<file path="src/rtl/instruction_cache.sv">
// Direct-mapped, read-only instruction cache: 8 lines x 4 words, 0-cycle hits,
// whole-block refill from instruction memory on a miss.
module instruction_cache (
  input  logic         CLK,
  input  logic         RESET,
  input  logic [9:0]   PC,
  output logic [31:0]  INSTRUCTION,
  output logic         BUSYWAIT,
  output logic         MEM_READ,
  output logic [5:0]   MEM_ADDRESS,
  input  logic [127:0] MEM_READDATA,
  input  logic         MEM_BUSYWAIT
);

  localparam logic [1:0] ST_IDLE     = 2'd0;
  localparam logic [1:0] ST_MEM_READ = 2'd1;
  localparam logic [1:0] ST_UPDATE   = 2'd2;

  logic [1:0]   state_q, state_d;
  logic [7:0]   valid_q, valid_d;
  logic [2:0]   tag_q [8];
  logic [127:0] data_q [8];
  logic [2:0]   req_tag_q, req_tag_d;
  logic [2:0]   req_index_q, req_index_d;
  logic [31:0]  instr_q, instr_d;

  logic [1:0]   pc_offset;
  logic [2:0]   pc_index;
  logic [2:0]   pc_tag;
  logic         hit;
  logic         fill_en;
  logic [127:0] line_data;
  logic [31:0]  line_word;
  logic         unused_pc_bits;

  assign pc_offset      = PC[3:2];
  assign pc_index       = PC[6:4];
  assign pc_tag         = PC[9:7];
  assign unused_pc_bits = ^PC[1:0];

  assign line_data = data_q[pc_index];
  assign hit       = valid_q[pc_index] && (tag_q[pc_index] == pc_tag);

  always_comb begin
    line_word = line_data[31:0];
    case (pc_offset)
      2'd0:    line_word = line_data[31:0];
      2'd1:    line_word = line_data[63:32];
      2'd2:    line_word = line_data[95:64];
      default: line_word = line_data[127:96];
    endcase
  end

  // The fill target is captured at miss detection so a wandering PC cannot redirect it.
  always_comb begin
    state_d     = state_q;
    req_tag_d   = req_tag_q;
    req_index_d = req_index_q;
    instr_d     = instr_q;
    fill_en     = 1'b0;
    MEM_READ    = 1'b0;
    BUSYWAIT    = 1'b0;
    case (state_q)
      ST_IDLE: begin
        if (hit) begin
          instr_d = line_word;
        end else begin
          BUSYWAIT    = 1'b1;
          req_tag_d   = pc_tag;
          req_index_d = pc_index;
          state_d     = ST_MEM_READ;
        end
      end
      ST_MEM_READ: begin
        MEM_READ = 1'b1;
        BUSYWAIT = 1'b1;
        if (!MEM_BUSYWAIT) begin
          fill_en = 1'b1;
          state_d = ST_UPDATE;
        end
      end
      ST_UPDATE: begin
        BUSYWAIT = 1'b1;
        state_d  = ST_IDLE;
      end
      default: begin
        BUSYWAIT = 1'b1;
        state_d  = ST_IDLE;
      end
    endcase
    if (RESET) begin
      state_d  = ST_IDLE;
      fill_en  = 1'b0;
      BUSYWAIT = 1'b0;
    end
    MEM_ADDRESS = MEM_READ ? {req_tag_q, req_index_q} : 6'd0;
  end

  always_comb begin
    valid_d = valid_q;
    if (fill_en) begin
      valid_d[req_index_q] = 1'b1;
    end
  end

  assign INSTRUCTION = instr_d;

  always_ff @(posedge CLK) begin
    if (RESET) begin
      state_q     <= ST_IDLE;
      valid_q     <= 8'd0;
      req_tag_q   <= 3'd0;
      req_index_q <= 3'd0;
      instr_q     <= 32'd0;
    end else begin
      state_q     <= state_d;
      valid_q     <= valid_d;
      req_tag_q   <= req_tag_d;
      req_index_q <= req_index_d;
      instr_q     <= instr_d;
    end
  end

  // Tag and data arrays carry no reset; the valid bits alone decide hits.
  always_ff @(posedge CLK) begin
    if (fill_en) begin
      tag_q[req_index_q]  <= req_tag_q;
      data_q[req_index_q] <= MEM_READDATA;
    end
  end

endmodule

</file>
<file path="config.mk">
export PLATFORM = sky130hd
export DESIGN_NAME = instruction_cache
export DESIGN_NICKNAME = d
export VERILOG_FILES = /design/src/rtl/instruction_cache.sv
export SDC_FILE = /design/constraint.sdc
export NUM_CORES = 1
export LEC_CHECK = 0
export ABC_AREA = 1
export CAP_MARGIN = 40
export CORE_AREA = 2 2 295 443
export CTS_BUF_LIST = sky130_fd_sc_hd__clkbuf_4 sky130_fd_sc_hd__clkbuf_8 sky130_fd_sc_hd__clkbuf_16
export DETAILED_ROUTE_END_ITERATION = 8
export DIE_AREA = 0 0 297 445
export MAX_ROUTING_LAYER = met4
export PLACE_DENSITY = 0.63
export SLEW_MARGIN = 20
export SYNTH_ARGS = -nofsm -noshare
export SYNTH_HDL_FRONTEND = slang
export SYNTH_SLANG_ARGS = --single-unit
export TNS_END_PERCENT = 100
</file>
<file path="constraint.sdc">
create_clock -name CLK -period 22 [get_ports CLK]
set_input_delay 3.3 -clock CLK [delete_from_list [all_inputs] [get_ports CLK]]
set_output_delay 3.3 -clock CLK [all_outputs]
set_load 0.005 [all_outputs]
</file>
==> run_results.csv, run 1 <==
group,metric,value,unit
synthesis,synthCells,4030,
synthesis,synth.avg_cell_area,11.09,µm²
placement,placed_cells,5731,
clock_tree,cts_tree,"yes",
synthesis,synth_mux_area_frac,0,
sta,final.period_utilization,0.4908,
clock_tree,clk_latency,0.70,ns
clock_tree,clock_slew_at_reported_path_ffs,0.06,ns
floorplanning,floorplan.die.height,445,µm
grt,largest_net_degree_at_the_start_of_global_routing,226,
setup_path,timing.critical_path.from_type,"input pin",
run_status,run_status,"finished clean",
layout,design.final.nets,4273,
grt,grt.overflow.total,0,
sta,final_hold_viol_count,0,
detailed_routing,antenna_left,0,
clock_tree,clock_path_buffers,3,
synthesis,synth.lib_cells_used.distinct,23,
floorplanning,die_x,297,µm
layout,drive_gt1_frac,0.05875,
sta,worst_slew_pin_slew,1.061,ns
floorplanning,floorplan.rows,161,
placement,gp_routability_congestion,0.8028,
synthesis,synth_seq_area_share,0.7256,
clock_tree,cts_root_buf,"sky130_fd_sc_hd__clkbuf_16",
synthesis,synth.ff_latch_count,1096,
layout,area_delta_synth_final,16.19,%
synthesis,syn-cell-area,44700,µm²
power_and_ir_drop,total_power,0.004482,W
setup_path,cp_num_buf_inv,7,
grt,via_count_of_the_first_global_routing_pass,27888,
synthesis,compound_cell_area_share_of_the_yosys_netlist,0.04031,
grt,globalRouteTotalUtil,0.1886,
detailed_routing,avgViaCountPerCell,4.924,
setup_path,critical_path.cell_chain,"buf_8 > inv_16 > buf_4 > buf_16 > buf_4 > nand2_1 > nand3_1 > nand3_1 > nand3_1 > nand3_1 > nor2_1 > nand3_1 > nand2_1 > inv_1 > clkdlybuf4s50_1",
clock_tree,cts_num_sinks,1096,
setup_path,worst-endpoint-arrival,7.50,ns
sta,grt_setup_unrepaired,"no",
detailed_routing,routed-via-count,29341,
synthesis,synth_adder_area_share,0,
setup_path,critical_path.max_stage_delay,0.74,ns
sta,max_slew_margin,0.2925,
sta,max_freq,92.62,MHz
setup_path,crit_top_cell,"sky130_fd_sc_hd__nand3_1",
synthesis,mappedNetlistNets,4171,
setup_path,worst-r2r-setup-slack,18.34,ns
setup_path,crit_path_max_fanout,225,
layout,multiInputGateArea,10380,µm²
setup_path,end_kind,"output pin",
detailed_routing,post-route-drc-count,0,
sta,finalWorstPathRequiredPeriod,10.80,ns
clock_tree,cts.repair.resized,0,
synthesis,synth_simple_gate_area_share,0.1900,
sta,max_slew_violation_total_from_the_final_report,0,
layout,finish.utilization,0.4054,
floorplanning,design.portCount,181,
floorplanning,start_util,0.3489,
placement,port_buffers,178,
layout,layout.filler_cells,12037,
setup_path,cp_top_family,"buffers and inverters",
setup_path,required,18.70,ns
sta,finalSetupViolations,0,
clock_tree,inserted_clock_buffers,108,
detailed_routing,drt_pre_antenna_iters,8,
floorplanning,design.core.area,128100,µm²
layout,final_cells,5959,
detailed_routing,wl_per_cell,20.75,µm
grt,grt_antenna_before_repair,43,
clock_tree,cts_hold_repair.buffers,0,
synthesis,yosys_warnings,0,
sta,totalNegativeSetupSlack,0,ns
placement,dp.final_hpwl,68.92,mm
detailed_routing,wirelength,123.6,mm
hold_path,hold_path.class,"flop to flop",
clock_tree,htree_levels,3,
layout,layout.cells.most_common,"sky130_fd_sc_hd__edfxtp_1",
layout,final_cell_mix,"sky130_fd_sc_hd__edfxtp_1 (1048), sky130_fd_sc_hd__nand2_1 (994), sky130_fd_sc_hd__nor2_1 (643)",
synthesis,synth_xor_area_frac,0,
power_and_ir_drop,ir_worst_vdd,63.80,µV
power_and_ir_drop,cellLeakagePower,19.02,nW
grt,grt_pass1_wl,181.0,mm
job,max_cap_violations,0,
clock_tree,postCtsSetupBuffers,0,
synthesis,synth_top_family_by_area,"simple AND/OR/NAND/NOR gates",
sta,largest_clock_skew_in_the_final_design,0.03449,ns
power_and_ir_drop,power_per_cell_area,86.30,nW/µm²
setup_path,slowest_stage,"sky130_fd_sc_hd__buf_4",
setup_path,setup.worst_path.class,"input pin to output pin",
floorplanning,fp.dieArea,132200,µm²
layout,register_area,32430,µm²
detailed_routing,initialDrtViolationCount,2776,
-- metrics by stage --
stage / setup slack [ns] / hold WS, ns / instance area (µm²)
finish: 11.20 / 0.4736 / 51930
global route: 10.89 / 0.5135 / 51930
CTS: 10.78 / 0.4751 / 51810
detailed placement: 10.79 / 0.4609 / 48190
global placement: 10.84 / 0.4490 / 48050
floorplan: 12.02 / 0.4402 / 44700
-- per-layer routing --
metal / track usage / wire (µm)
met1: 0.2263 / 49830
met2: 0.3161 / 61800
met3: 0.02983 / 7353
met4: 0.07977 / 4669
met5: - / 0
-- synth_stat cells (all sizes together) --
| cell type | count | share of area |
|---|---|---|
| edfxtp | 1048 | 0.70 |
| nand2 | 996 | 0.084 |
| nor2 | 658 | 0.056 |
| nand3 | 448 | 0.051 |
| o21ai | 320 | 0.036 |
| inv | 238 | 0.020 |
| buf | 135 | 0.016 |
| clkbuf | 97 | 0.0081 |
| dfxtp | 48 | 0.021 |
| a21oi | 40 | 0.0045 |
| clkinv | 1 | 0.000084 |
| nor3 | 1 | 0.00011 |
-- cell families after synthesis --
kind of cell	after synthesis
AO/OA/AOI/OAI	360
buffers and inverters	471
flip-flops	1096
AND/OR/NAND/NOR	2103
-- state kept, by name, summed over array words and instances, names as in the netlist --
| name | flops |
|---|---|
| valid_q | 8 |
| req_index_q | 3 |
| tag_q | 24 |
| data_q | 1024 |
| instr_q | 32 |
| state_q | 2 |
| req_tag_q | 3 |
-- worst register-to-register path, cell delays in order (launching register included) --
cell and delay (ns):
sky130_fd_sc_hd__dfxtp_1 0.37, sky130_fd_sc_hd__inv_1 0.05, sky130_fd_sc_hd__nor2_1 0.19, sky130_fd_sc_hd__inv_1 0.16, sky130_fd_sc_hd__nor3_1 0.25, sky130_fd_sc_hd__inv_1 0.09
sky130_fd_sc_hd__nor2_1 0.09, sky130_fd_sc_hd__inv_1 0.17, sky130_fd_sc_hd__nor2_4 0.51, sky130_fd_sc_hd__buf_4 0.76, sky130_fd_sc_hd__buf_4 0.64
-- area by class of cell --
| class | instances | area share |
|---|---|---|
| timing repair buffer | 224 | 0.04565 |
| antenna | 27 | 0.001301 |
| clock buffer | 139 | 0.05700 |
| multi-input combinational | 2463 | 0.1999 |
| sequential | 1096 | 0.6245 |
| inverter | 239 | 0.01778 |
| tap | 1711 | 0.04122 |
| clock inverter | 60 | 0.01267 |
-- report_power, final --
group / internal (W) / switching (W)
logic: 0.0000927 / 0.000212
registers: 0.00231 / 0.00000698
clock network: 0.00109 / 0.000770
-- worst paths after layout --
path,startpoint,to,depth (start not counted)
worst max-delay path,PC[4],INSTRUCTION[29],15
worst min-delay path,valid_q[3],valid_q[3],2
worst max register to register,state_q[0],data_q[6][104],10
worst min register to register,valid_q[3],valid_q[3],2
(Power assumes the default switching activity.)
==> run 2: changes to the inputs <==
==> constraint.sdc (replaced) <==
create_clock -name CLK -period 10.9 [get_ports CLK]
set_input_delay 1.635 -clock CLK [delete_from_list [all_inputs] [get_ports CLK]]
set_output_delay 1.635 -clock CLK [all_outputs]
set_load 0.005 [all_outputs]
==> run_results.csv, run 2 (synthesis gave the netlist of run 1 again) <==
group,metric,value,unit
clock_tree,clock_path_buffers,3,
layout,most_flops_register,"data_q",
setup_path,critical_path.cell_chain,"buf_8 > buf_4 > buf_4 > nor2_1 > nor2_1 > o21ai_0 > o21ai_1 > nand2_1 > a21oi_1 > nor2_1 > nand3_1 > nand2_1 > inv_1 > clkdlybuf4s50_1",
layout,layout.cells.most_common,"sky130_fd_sc_hd__edfxtp_1",
detailed_routing,initialDrtViolationCount,2675,
setup_path,worst-endpoint-arrival,5.93,ns
setup_path,required,9.27,ns
grt,grt_antenna_before_repair,42,
clock_tree,htree_levels,3,
detailed_routing,antenna_left,0,
setup_path,end_kind,"output pin",
layout,top_regs,"data_q x1024, instr_q x32, tag_q x24",
sta,max_freq,132.2,MHz
floorplanning,floorplan.rows,161,
setup_path,setup.worst_path.class,"input pin to output pin",
power_and_ir_drop,power_per_cell_area,175.2,nW/µm²
layout,largest_register_ff_count,1024,
clock_tree,inserted_clock_buffers,106,
clock_tree,cts_root_buf,"sky130_fd_sc_hd__clkbuf_16",
setup_path,timing.critical_path.from_type,"input pin",
job,max_cap_violations,0,
floorplanning,die_x,297,µm
detailed_routing,wl_per_cell,20.55,µm
floorplanning,fp.dieArea,132200,µm²
floorplanning,start_util,0.3489,
floorplanning,design.portCount,181,
detailed_routing,drt_pre_antenna_iters,5,
clock_tree,cts.repair.resized,0,
placement,pre_cts_slack,3.402,ns
floorplanning,design.core.area,128100,µm²
sta,grt_setup_unrepaired,"no",
setup_path,critical_path.max_stage_delay,0.78,ns
power_and_ir_drop,total_power,0.009103,W
power_and_ir_drop,ir_worst_vdd,124.3,µV
placement,port_buffers,178,
clock_tree,cts_num_sinks,1096,
hold_path,hold_path.class,"flop to flop",
placement,dp.final_hpwl,66.84,mm
clock_tree,cts_tree,"yes",
clock_tree,clock_slew_at_reported_path_ffs,0.06,ns
layout,design.final.nets,4265,
layout,area_delta_synth_final,16.25,%
sta,largest_clock_skew_in_the_final_design,0.01595,ns
sta,final_hold_viol_count,0,
placement,gp_routability_congestion,0.7973,
grt,largest_net_degree_at_the_start_of_global_routing,197,
sta,max_slew_violation_total_from_the_final_report,0,
sta,max_slew_margin,0.2118,
detailed_routing,wirelength,122.2,mm
power_and_ir_drop,cellLeakagePower,19.01,nW
setup_path,slowest_stage,"sky130_fd_sc_hd__buf_4",
clock_tree,postCtsSetupBuffers,0,
setup_path,crit_path_max_fanout,83,
sta,worst_slack,3.337,ns
layout,final_cell_mix,"sky130_fd_sc_hd__edfxtp_1 (1048), sky130_fd_sc_hd__nand2_1 (994), sky130_fd_sc_hd__nor2_1 (643)",
grt,grt.overflow.total,0,
detailed_routing,post-route-drc-count,0,
sta,worst_slew_pin_slew,1.182,ns
clock_tree,cts_hold_repair.buffers,0,
clock_tree,clk_latency,0.68,ns
run_status,run_status,"finished clean",
sta,finalSetupViolations,0,
grt,via_count_of_the_first_global_routing_pass,28378,
floorplanning,floorplan.die.height,445,µm
layout,layout.filler_cells,11927,
sta,final.period_utilization,0.6938,
layout,drive_gt1_frac,0.05815,
detailed_routing,avgViaCountPerCell,4.932,
sta,finalWorstPathRequiredPeriod,7.563,ns
setup_path,crit_top_cell,"sky130_fd_sc_hd__nor2_1",
grt,globalRouteTotalUtil,0.1882,
sta,totalNegativeSetupSlack,0,ns
grt,grt_pass1_wl,180.7,mm
detailed_routing,routed-via-count,29336,
run 2: changes by cell type in the layout (fill, tap and decap cells not counted), sizes merged:
cell	delta
diode	-3
clkbuf	-6
buf	-6
bufinv	+2
clkinv	-3
inv	+2
clkinvlp	+3
run 2: metal layers:
layer  share of wire  global-route usage
met2            0.50              0.3202
met1            0.40              0.2242
met5               0                   -
met3           0.057             0.02998
met4           0.036             0.07327
run 2: where the power goes:
part / total, W / switching (W) / internal [W]
Clock: 0.00381 / 0.00155 / 0.00226
Sequential: 0.00467 / 0.0000140 / 0.00466
Combinational: 0.000615 / 0.000425 / 0.000191
Total: 0.00910 / 0.00199 / 0.00711
run 2: final timing paths:
kind,endpoint,slack (ns),start,cells past startpoint
setup reg to reg,data_q[4][92],7.78,state_q[0],9
hold reg to reg,valid_q[4],0.47,valid_q[4],2
setup / recovery,INSTRUCTION[4],3.34,PC[4],14
hold / removal,valid_q[4],0.47,valid_q[4],2
run 2: worst max-delay path, delay by kind of cell:
family / cells / cell delay (ns)
AOI/OAI and AO/OA: 3 / 0.74
buffers and inverters: 5 / 2.54
and+or+nand+nor: 6 / 0.81
run 2: per-stage QoR:
stage          hold slack [ns]    util  instance area (µm²)  std cells
2_1_floorplan           0.4402       -                44700       4030
3_3_place_gp            0.4498  0.3751                48050       5720
3_5_place_dp            0.4594  0.3762                48200       5726
4_1_cts                 0.4734  0.4049                51870       5923
5_1_grt                 0.4989  0.4055                51950       5945
6_report                0.4739  0.4056                51960       5948
run 2: cell type report:
type / count / area (µm²) / share of cell area
diodes: 24 / 60.06 / 0.001156
flip-flops and latches: 1096 / 32430 / 0.6242
clock buffers: 133 / 2968 / 0.05712
multi-input cells: 2463 / 10380 / 0.1998
well taps: 1711 / 2141 / 0.04120
clock inverters: 64 / 703.2 / 0.01353
inverters: 239 / 923.4 / 0.01777
repair buffers: 218 / 2351 / 0.04525
